[src/rtl/match_pkg.sv]
// match_pkg
// Shared types and default widths for the match scheduler and the word
// matcher it drives.
//   state_t    - scheduler FSM state (IDLE / LAUNCH / WAIT / RESP), 2 bits
//   word_t     - one vocab word at default widths (WORD_LENGTH*DATA_WIDTH)
//   index_t    - one vocab address at default width (ADDR_WIDTH)
//   ptr_width  - width of a binary requester index (at least 1 bit)
package match_pkg;

  localparam int DEF_ADDR_WIDTH  = 4;
  localparam int DEF_WORD_LENGTH = 3;
  localparam int DEF_DATA_WIDTH  = 8;
  localparam int DEF_WORD_WIDTH  = DEF_WORD_LENGTH * DEF_DATA_WIDTH;

  typedef enum logic [1:0] {
    IDLE   = 2'd0,
    LAUNCH = 2'd1,
    WAIT   = 2'd2,
    RESP   = 2'd3
  } state_t;

  typedef logic [DEF_WORD_WIDTH-1:0] word_t;
  typedef logic [DEF_ADDR_WIDTH-1:0] index_t;

  // A single requester still needs a 1-bit index so ports never collapse.
  function automatic int ptr_width(input int n);
    return (n > 1) ? $clog2(n) : 1;
  endfunction

endpackage

[src/rtl/match_scheduler_rr_arbiter.sv]
// rr_arbiter
// Purely combinational round-robin pick: the first asserted request at or
// above ptr, searching upward with wrap-around.
// Ports:
//   req       in   N   request vector
//   ptr       in   PW  search start (must be < N)
//   grant     out  N   one-hot winner (0 when no request)
//   grant_idx out  PW  binary winner (0 when no request)
//   any       out  1   at least one request asserted
module rr_arbiter #(
  parameter int N  = 4,
  parameter int PW = 2
) (
  input  logic [N-1:0]  req,
  input  logic [PW-1:0] ptr,
  output logic [N-1:0]  grant,
  output logic [PW-1:0] grant_idx,
  output logic          any
);

  int          cand;
  logic [PW-1:0] cand_idx;

  always_comb begin
    grant     = '0;
    grant_idx = '0;
    any       = 1'b0;
    cand      = 0;
    cand_idx  = '0;
    for (int off = 0; off < N; off++) begin
      // ptr < N and off < N, so a single subtraction is enough to wrap.
      cand = int'(ptr) + off;
      if (cand >= N) cand = cand - N;
      cand_idx = PW'(cand);
      if (!any && req[cand_idx]) begin
        any             = 1'b1;
        grant[cand_idx] = 1'b1;
        grant_idx       = cand_idx;
      end
    end
  end

endmodule

[src/rtl/match_scheduler.sv]
// match_scheduler
// Shares one word matcher between NUM_REQ lookup requesters. Requests are
// round-robin arbitrated; the winner's word is latched and presented to the
// matcher, which is kicked with a one-cycle start pulse. When the matcher
// reports done, found/index are captured and returned to the winner.
//
// Handshakes: a transfer happens on a rising edge where valid and ready are
// both high. req_ready is one-hot and only ever asserted for a requester
// whose req_valid is high, so it may be dropped before a transfer without
// side effects. rsp_valid is one-hot, held with stable rsp_found/rsp_index/
// rsp_timeout until rsp_ready of that same requester is high; other rsp_ready
// bits are ignored. Only one transaction is in flight at a time.
//
// Optional feature: define MATCH_TIMEOUT_EN to add a WAIT watchdog that
// returns found=0, index=0, timeout=1 after TIMEOUT_CYCLES cycles without
// done. Without it WAIT waits forever and rsp_timeout is 0.
//
// Ports:
//   clk, rst     single clock, synchronous active-high reset
//   req_valid    in   NUM_REQ  request valid per requester
//   req_ready    out  NUM_REQ  one-hot accept (IDLE only)
//   req_word     in   NUM_REQ*WL*DW  packed words, requester i at slice i
//   rsp_valid    out  NUM_REQ  one-hot response valid
//   rsp_ready    in   NUM_REQ  response accept per requester
//   rsp_found    out  1        match result
//   rsp_index    out  AW       match address (0 when not found)
//   rsp_timeout  out  1        response produced by the watchdog
//   m_start      out  1        one-cycle start pulse to the matcher
//   m_word       out  WL*DW    latched word for the matcher
//   m_done       in   1        matcher done (level)
//   m_found      in   1        matcher found, valid with m_done
//   m_index      in   AW       matcher address, valid with m_done
//   busy         out  1        state != IDLE
//   state_dbg    out  2        current FSM state
module match_scheduler
  import match_pkg::*;
#(
  parameter int NUM_REQ        = 4,
  parameter int ADDR_WIDTH     = DEF_ADDR_WIDTH,
  parameter int WORD_LENGTH    = DEF_WORD_LENGTH,
  parameter int DATA_WIDTH     = DEF_DATA_WIDTH,
  parameter int TIMEOUT_CYCLES = 64
) (
  input  logic                                       clk,
  input  logic                                       rst,
  input  logic [NUM_REQ-1:0]                         req_valid,
  output logic [NUM_REQ-1:0]                         req_ready,
  input  logic [NUM_REQ*WORD_LENGTH*DATA_WIDTH-1:0]  req_word,
  output logic [NUM_REQ-1:0]                         rsp_valid,
  input  logic [NUM_REQ-1:0]                         rsp_ready,
  output logic                                       rsp_found,
  output logic [ADDR_WIDTH-1:0]                      rsp_index,
  output logic                                       rsp_timeout,
  output logic                                       m_start,
  output logic [WORD_LENGTH*DATA_WIDTH-1:0]          m_word,
  input  logic                                       m_done,
  input  logic                                       m_found,
  input  logic [ADDR_WIDTH-1:0]                      m_index,
  output logic                                       busy,
  output state_t                                     state_dbg
);

  localparam int WW = WORD_LENGTH * DATA_WIDTH;
  localparam int PW = ptr_width(NUM_REQ);

  state_t          state_q, state_d;
  logic [PW-1:0]   rr_q, rr_d;
  logic [PW-1:0]   grant_q, grant_d;
  logic [WW-1:0]   m_word_q, m_word_d;
  logic            found_q, found_d;
  logic [ADDR_WIDTH-1:0] index_q, index_d;

  logic [NUM_REQ-1:0] arb_grant;
  logic [PW-1:0]      arb_idx;
  logic               arb_any;
  logic [WW-1:0]      sel_word;
  logic               rsp_hs;
  logic [PW-1:0]      rr_next;

`ifdef MATCH_TIMEOUT_EN
  localparam int CW = $clog2(TIMEOUT_CYCLES) + 1;
  localparam logic [CW-1:0] TO_LIMIT = CW'(TIMEOUT_CYCLES - 1);
  logic [CW-1:0] cnt_q, cnt_d;
  logic          timeout_q, timeout_d;
`else
  logic timeout_cfg_unused;
  assign timeout_cfg_unused = (TIMEOUT_CYCLES > 0);
`endif

  rr_arbiter #(
    .N  (NUM_REQ),
    .PW (PW)
  ) u_arb (
    .req       (req_valid),
    .ptr       (rr_q),
    .grant     (arb_grant),
    .grant_idx (arb_idx),
    .any       (arb_any)
  );

  // Word of the current winner; only consumed in IDLE.
  always_comb begin
    sel_word = '0;
    for (int i = 0; i < NUM_REQ; i++) begin
      if (arb_grant[i]) sel_word = req_word[i*WW +: WW];
    end
  end

  // Response outputs are gated by RESP so they read 0 outside a response.
  always_comb begin
    rsp_valid = '0;
    for (int i = 0; i < NUM_REQ; i++) begin
      rsp_valid[i] = (state_q == RESP) && (grant_q == PW'(i));
    end
  end

  assign rsp_hs    = |(rsp_valid & rsp_ready);
  assign req_ready = (state_q == IDLE) ? arb_grant : '0;
  assign m_start   = (state_q == LAUNCH);
  assign m_word    = m_word_q;
  assign busy      = (state_q != IDLE);
  assign state_dbg = state_q;
  assign rsp_found = (state_q == RESP) && found_q;
  assign rsp_index = (state_q == RESP) ? index_q : '0;
`ifdef MATCH_TIMEOUT_EN
  assign rsp_timeout = (state_q == RESP) && timeout_q;
`else
  assign rsp_timeout = 1'b0;
`endif

  // Pointer moves just past the requester that was served.
  always_comb begin
    if (int'(grant_q) >= NUM_REQ - 1) rr_next = '0;
    else                              rr_next = grant_q + 1'b1;
  end

  always_comb begin
    state_d  = state_q;
    rr_d     = rr_q;
    grant_d  = grant_q;
    m_word_d = m_word_q;
    found_d  = found_q;
    index_d  = index_q;
`ifdef MATCH_TIMEOUT_EN
    cnt_d     = cnt_q;
    timeout_d = timeout_q;
`endif
    case (state_q)
      IDLE: begin
        // req_ready equals arb_grant here, so arb_any is the handshake.
        if (arb_any) begin
          grant_d  = arb_idx;
          m_word_d = sel_word;
          state_d  = LAUNCH;
        end
      end
      LAUNCH: begin
        // m_done may still be high from the previous job; ignore it here.
        state_d = WAIT;
`ifdef MATCH_TIMEOUT_EN
        cnt_d = '0;
`endif
      end
      WAIT: begin
        if (m_done) begin
          found_d = m_found;
          index_d = m_found ? m_index : '0;
          state_d = RESP;
`ifdef MATCH_TIMEOUT_EN
          timeout_d = 1'b0;
`endif
        end
`ifdef MATCH_TIMEOUT_EN
        else if (cnt_q == TO_LIMIT) begin
          found_d   = 1'b0;
          index_d   = '0;
          timeout_d = 1'b1;
          state_d   = RESP;
        end else begin
          cnt_d = cnt_q + 1'b1;
        end
`endif
      end
      RESP: begin
        if (rsp_hs) begin
          rr_d    = rr_next;
          state_d = IDLE;
        end
      end
      default: state_d = IDLE;
    endcase
  end

  always_ff @(posedge clk) begin
    if (rst) begin
      state_q  <= IDLE;
      rr_q     <= '0;
      grant_q  <= '0;
      m_word_q <= '0;
      found_q  <= 1'b0;
      index_q  <= '0;
`ifdef MATCH_TIMEOUT_EN
      cnt_q     <= '0;
      timeout_q <= 1'b0;
`endif
    end else begin
      state_q  <= state_d;
      rr_q     <= rr_d;
      grant_q  <= grant_d;
      m_word_q <= m_word_d;
      found_q  <= found_d;
      index_q  <= index_d;
`ifdef MATCH_TIMEOUT_EN
      cnt_q     <= cnt_d;
      timeout_q <= timeout_d;
`endif
    end
  end

endmodule

[config.mk]
export PLATFORM = sky130hd
export DESIGN_NAME = match_scheduler
export DESIGN_NICKNAME = d
export VERILOG_FILES = /design/src/rtl/match_pkg.sv /design/src/rtl/match_scheduler_rr_arbiter.sv /design/src/rtl/match_scheduler.sv
export SDC_FILE = /design/constraint.sdc
export NUM_CORES = 1
export LEC_CHECK = 0
export CAP_MARGIN = 25
export CORE_ASPECT_RATIO = 1.5
export CORE_UTILIZATION = 44
export DETAILED_ROUTE_END_ITERATION = 16
export GPL_ROUTABILITY_DRIVEN = 0
export GPL_TIMING_DRIVEN = 0
export HOLD_SLACK_MARGIN = 0.08
export PLACE_DENSITY_LB_ADDON = 0.08
export SLEW_MARGIN = 30
export SYNTH_ARGS = -nofsm -noshare
export SYNTH_HDL_FRONTEND = slang
export SYNTH_SLANG_ARGS = --single-unit
[constraint.sdc]
create_clock -name clk -period 3.6 [get_ports clk]
set_input_delay 0.36 -clock clk [delete_from_list [all_inputs] [get_ports clk]]
set_output_delay 0.36 -clock clk [all_outputs]
set_load 0.02 [all_outputs]
==> metrics.txt, run 1 <==
status=completed; most frequent cell after synthesis=a21oi_1; Finished Cell Area=5490 µm²; top cells by area, synth=dfxtp_1 (20%), a211o_1 (6.1%), ha_1 (5.6%); vias=4168; f_max=a little under 0.3 GHz; Slew Limit Fails=0; Synth Area per Inst=8.13 µm²; max cap viols=0; Tmin final=3.44 ns; Iter 0 DRT Violations=272; Yosys top cell by area=dfxtp_1; syn nets=569; P&R area growth vs syn=53.2%; post-synthesis async set-or-reset flop share=0; CP Class=input port to output pin; Mapped Cells=441; final wirelength=12.8 mm; period utilization=0.954; Rel. slew slack=0.597; post-DR vias/cell=5.86; maximum VDD drop=0.458 mV; antenna violations before repair=0; EDFF count, synth=0; RSZ-0062 raised after global routing=no; WP data arrival=3.08 ns; Avg WL per Cell=17.9 µm; post-synthesis register bit count=35; # DRC=0; die width=between 70 and 80 µm; CP Capture Type=output pin; Root Driver=clkbuf_16; crit-path max FO=10; leakage=0.00209 µW; # IOs=154; Hold Fails Final Rpt=0; Final Setup Violations=0; antenna fix cells=0; Pwr Density=591 nW/µm²; clock slew seen by the registers of the worst setup and hold paths=0.06 ns; all-layer global routing usage=0.300; Worst Path Required=3.24 ns; clock skew=0.00190 ns; Detail Route Antenna Nets=0; sequential area share after synthesis=0.196; Buffers on Ports=~150; DP HPWL=9.47 mm; Sink Count=35; synth unique cells=49; synthesis warning total=0; Tot Pwr=3250 µW; CTS Buf Count=5; post-route insts no fill=711; placed instance count=about 700; final core utilization=0.690; # nets final=733; Reg2Reg Setup Slack=0.53 ns; top cells by count, synth=a21oi_1 (36), dfxtp_1 (35), nand2_1 (35); first-pass GRT wire length=19.7 mm; num rows=40; Worst setup SP type=input port; Core Footprint=approximately 8000 µm²; layout cell share with drive strength beyond 1=0.165; CTS Buffer Depth=2; Slew @ Worst Pin=0.599 ns; grt total ovfl=0; Die Area=8520 µm²; Mapped Area=3580 µm²; Die Y=approximately 110 µm; Post-synth top flop=dfxtp_1; top cell type's share of synthesized area=0.196; CTS H-Tree Depth=2; Starting Density=0.450; Hold Path Class=input port to flip-flop; TritonCTS clock tree=done; Skew-Pair Late Insertion Delay=about 0.28 ns; DP Area=5230 µm²; largest net degree at the start of global routing=12; setup TNS=0 ns; number of global-route vias before repair=4242; first-pass iteration count of the detailed router=6
## area by class of cell
class	instances	area (µm²)
multi-input combinational	351	2510
timing repair buffer	157	1550
tap	105	131
fill	664	2470
inverter	9	33.8
buffer	46	365
clock buffer	6	129
clock inverter	2	60.1
sequential	35	706
## state kept, by name (all words and copies together), names as in the netlist
signal     flops
state_dbg      2
rr_q           2
index_q        4
grant_q        2
found_q        1
m_word        24
## per-layer routing
metal  global-route usage  vias up  wire length (µm)
li1                     -     1987                 -
met1                0.319     1947              4730
met2                0.523      190              6510
met3               0.0619       44               868
met4                0.179        0               638
met5                    0        -                 0
## timing repair
| item | in CTS | in global routing |
|---|---|---|
| endpoints found under the setup margin | 4 | 3 |
| hold buffers | 0 | 0 |
| endpoints found under the hold margin | 0 | 0 |
| buffers inserted | 0 | 6 |
| pin swaps | 1 | 1 |
| resized for setup | 11 | 4 |
## path summary, 6_finish.rpt
check	startpoint	to	depth (start not counted)
setup / recovery	req_valid[2]	req_ready[1]	8
hold / removal	rst	m_word[16]	3
setup reg to reg	rr_q[0]	m_word[1]	11
hold reg to reg	index_q[3]	index_q[3]	2
## cells in the final DEF, fill, tap and decap left out, drive strengths merged, types with 2 or more instances in the layout
master / n
a22o: 3
a311o: 24
bufinv: 2
inv: 9
nor2b: 3
ha: 16
a221oi: 4
dfxtp: 35
and2b: 2
buf: 29
nand3b: 28
nand2: 35
o21ai: 30
a31oi: 24
nand4: 28
clkdlybuf4s50: 148
mux4: 4
a211o: 25
and2: 36
a21oi: 41
a21o: 3
clkbuf: 30
mux2i: 3
nor2: 31
## stage by stage
stage	worst slack [ns]	hold slack [ns]
final	0.164	0.410
after global routing	0.0307	0.424
after CTS	0.0574	0.406
after detailed placement	-0.244	0.448
after global placement	-0.196	0.438
after floorplan	0.620	0.427
## power by group
| group | internal [µW] | total [µW] | switching (µW) | leakage, µW |
|---|---|---|---|---|
| sequential | 532 | 619 | 87.8 | 0.000290 |
| clock | 397 | 572 | 174 | 0.0000911 |
| combinational | 977 | 2050 | 1080 | 0.00171 |
## logic make-up (layout without fill, tap and decap cells)
group | count (synthesis) | count (layout) | share of synthesized area
buffers and inverters | 55 | 220 | 0.111
AO/OA/AOI/OAI | 157 | 157 | 0.317
AND/OR/NAND/NOR | 169 | 169 | 0.281
other | 1 | 1 | 0.00105
multiplexers | 8 | 8 | 0.0384
flip-flops | 35 | 35 | 0.196
adder cells (fa/ha/maj) | 16 | 16 | 0.0559
## worst max-delay path: stages
cell and delay, ns:
clkdlybuf4s50_1 0.50, mux4_4 0.78, nor4b_4 0.33, buf_4 0.25, a21o_4 0.20, clkbuf_8 0.19, and2_1 0.14, dlygate4sd2_1 0.33
Note: power is estimated with default switching activity, not from simulation.
==> inputs of run 2 (changes only) <==
--- a/config.mk
+++ b/config.mk
@@ -10,9 +10,9 @@
 export CORE_UTILIZATION = 44
 export DETAILED_ROUTE_END_ITERATION = 16
 export GPL_ROUTABILITY_DRIVEN = 0
-export GPL_TIMING_DRIVEN = 0
 export HOLD_SLACK_MARGIN = 0.08
 export PLACE_DENSITY_LB_ADDON = 0.08
+export SKIP_LAST_GASP = 1
 export SLEW_MARGIN = 30
 export SYNTH_ARGS = -nofsm -noshare
 export SYNTH_HDL_FRONTEND = slang
==> metrics.txt, run 2 (synthesis gave the netlist of run 1 again) <==
max cap viols=0 (unchanged); Buffers on Ports=152 (+0.66%); Die Area=8520 µm² (unchanged); Starting Density=0.450 (unchanged); Worst setup SP type=input port; Worst Path Required=3.24 ns (about the same); post-DR vias/cell=5.90 (+0.58%); commonest non-fill, non-tap cell in the layout=clkdlybuf4s50_1; maximum VDD drop=0.583 mV (+27%); P&R area growth vs syn=45.9%; # nets final=704 (-4.0%); Iter 0 DRT Violations=291 (+7.0%); crit-path max FO=13 (+3); final wirelength=12.2 mm (-4.6%); leakage=0.00196 µW (-6.2%); antenna fix cells=0 (unchanged); status=completed; CP Capture Type=output pin; Root Driver=clkbuf_16; Slew @ Worst Pin=0.754 ns (+0.155 ns); RSZ-0062 raised after global routing=no; all-layer global routing usage=0.285 (-0.0151); Core Footprint=7960 µm² (unchanged); most frequent cells in the layout=clkdlybuf4s50_1 (151), a21oi_1 (36), nand2_1 (35), dfxtp_1 (35); setup TNS=0 ns (unchanged); Rel. slew slack=0.493 (-0.104); period utilization=0.938 (-0.0161); Avg WL per Cell=17.8 µm (-0.51%); # IOs=154 (unchanged); Hold Fails Final Rpt=0 (unchanged); die width=75.7 µm (unchanged); final core utilization=0.657 (-0.0329); # DRC=0 (unchanged); first-pass iteration count of the detailed router=5 (-1); clock skew=0.00512 ns (+0.00321 ns); CTS H-Tree Depth=2 (unchanged); WP data arrival=3.02 ns (-0.06 ns); num rows=40 (unchanged); number of global-route vias before repair=3784 (-11%); largest net degree at the start of global routing=61 (+49); CTS Buffer Depth=2 (unchanged); TritonCTS clock tree=done; Detail Route Antenna Nets=0 (unchanged); grt total ovfl=0 (unchanged); layout cell share with drive strength beyond 1=0.135 (-0.0298); Die Y=113 µm (unchanged); Tmin final=3.38 ns (-0.0578 ns); max FFs per register=24 (unchanged); hold_ws=0.451 ns (+0.0416 ns); Final Setup Violations=0 (unchanged); Fillers=682 (+2.7%); Skew-Pair Late Insertion Delay=0.29 ns (about the same); CTS Buf Count=5 (unchanged); first-pass GRT wire length=18.5 mm (-5.7%); f_max=0.296 GHz (+1.7%); vias=4021 (-3.5%); Sink Count=35 (unchanged); CP Class=input port to output pin; Slew Limit Fails=0 (unchanged); clock slew seen by the registers of the worst setup and hold paths=0.06 ns (about the same); DP HPWL=8.71 mm (-8.0%); Pwr Density=593 nW/µm² (+0.32%); antenna violations before repair=0 (unchanged); Hold Path Class=flip-flop to flip-flop
==> run 2: changes by cell type in the layout (fill, tap and decap cells not counted), moves of 2 or more <==
cell / change
buf_6: -8
buf_2: -6
buf_4: +8
dfxtp_1: +2
clkbuf_1: -11
clkbuf_8: -9
clkbuf_2: -4
clkdlybuf4s50_1: +3
==> run 2: cell type report <==
class	count	area [µm²]	share of cell area
Clock buffer	6	129	0.0246
Clock inverter	2	60.1	0.0115
Inverter	9	33.8	0.00646
Multi-Input combinational cell	351	2490	0.477
Sequential cell	35	701	0.134
Tap cell	105	131	0.0251
Timing Repair Buffer	174	1680	0.322
==> run 2: per-layer routing <==
layer / part of all wire / track usage
met5: 0 / 0
met4: 0.024 / 0.102
met3: 0.064 / 0.0610
met2: 0.52 / 0.513
met1: 0.39 / 0.318
==> run 2: timing repair <==
item                                    4_1_cts  5_1_grt
resized for setup                             0        0
buffers inserted                              0        2
endpoints found under the setup margin        0        1
hold buffers                                  0        0
==> run 2: report_power, final <==
part	switching, µW	total (µW)	internal [µW]
sequential	83.8	615	531
combinational	1000	1910	907
clock	181	578	398
==> run 2: final timing paths <==
check	startpoint	endpoint	slack, ns	cells past startpoint
hold reg to reg	index_q[0]	index_q[0]	0.45	2
hold / removal	index_q[0]	index_q[0]	0.45	2
setup reg to reg	rr_q[0]	m_word[19]	0.50	10
setup / recovery	req_valid[0]	req_ready[1]	0.22	7
==> run 2: per-stage QoR <==
stage	instances	setup WS, ns	power [µW]	instance area [µm²]
after floorplan	441	0.620	1890	3580
after global placement	672	0.186	2480	5030
after detailed placement	672	0.124	2520	5030
after CTS	680	0.0865	3110	5220
after global routing	682	0.126	3300	5230
final	682	0.222	3100	5230
==> run 2: critical path, cell delays in order <==
cell	delay [ns]
clkdlybuf4s50_1	0.51
mux4_2	0.65
nor4b_4	0.42
buf_4	0.20
a21o_2	0.13
and2_1	0.12
clkdlybuf4s50_1	0.62
==> inputs of run 3 (changes only) <==
--- a/config.mk
+++ b/config.mk
@@ -12,7 +12,6 @@
 export GPL_ROUTABILITY_DRIVEN = 0
 export HOLD_SLACK_MARGIN = 0.08
 export PLACE_DENSITY_LB_ADDON = 0.08
-export SKIP_LAST_GASP = 1
 export SLEW_MARGIN = 30
 export SYNTH_ARGS = -nofsm -noshare
 export SYNTH_HDL_FRONTEND = slang
==> results of run 3 <==
Final layout, timing and power as in run 2 (identical DEF).
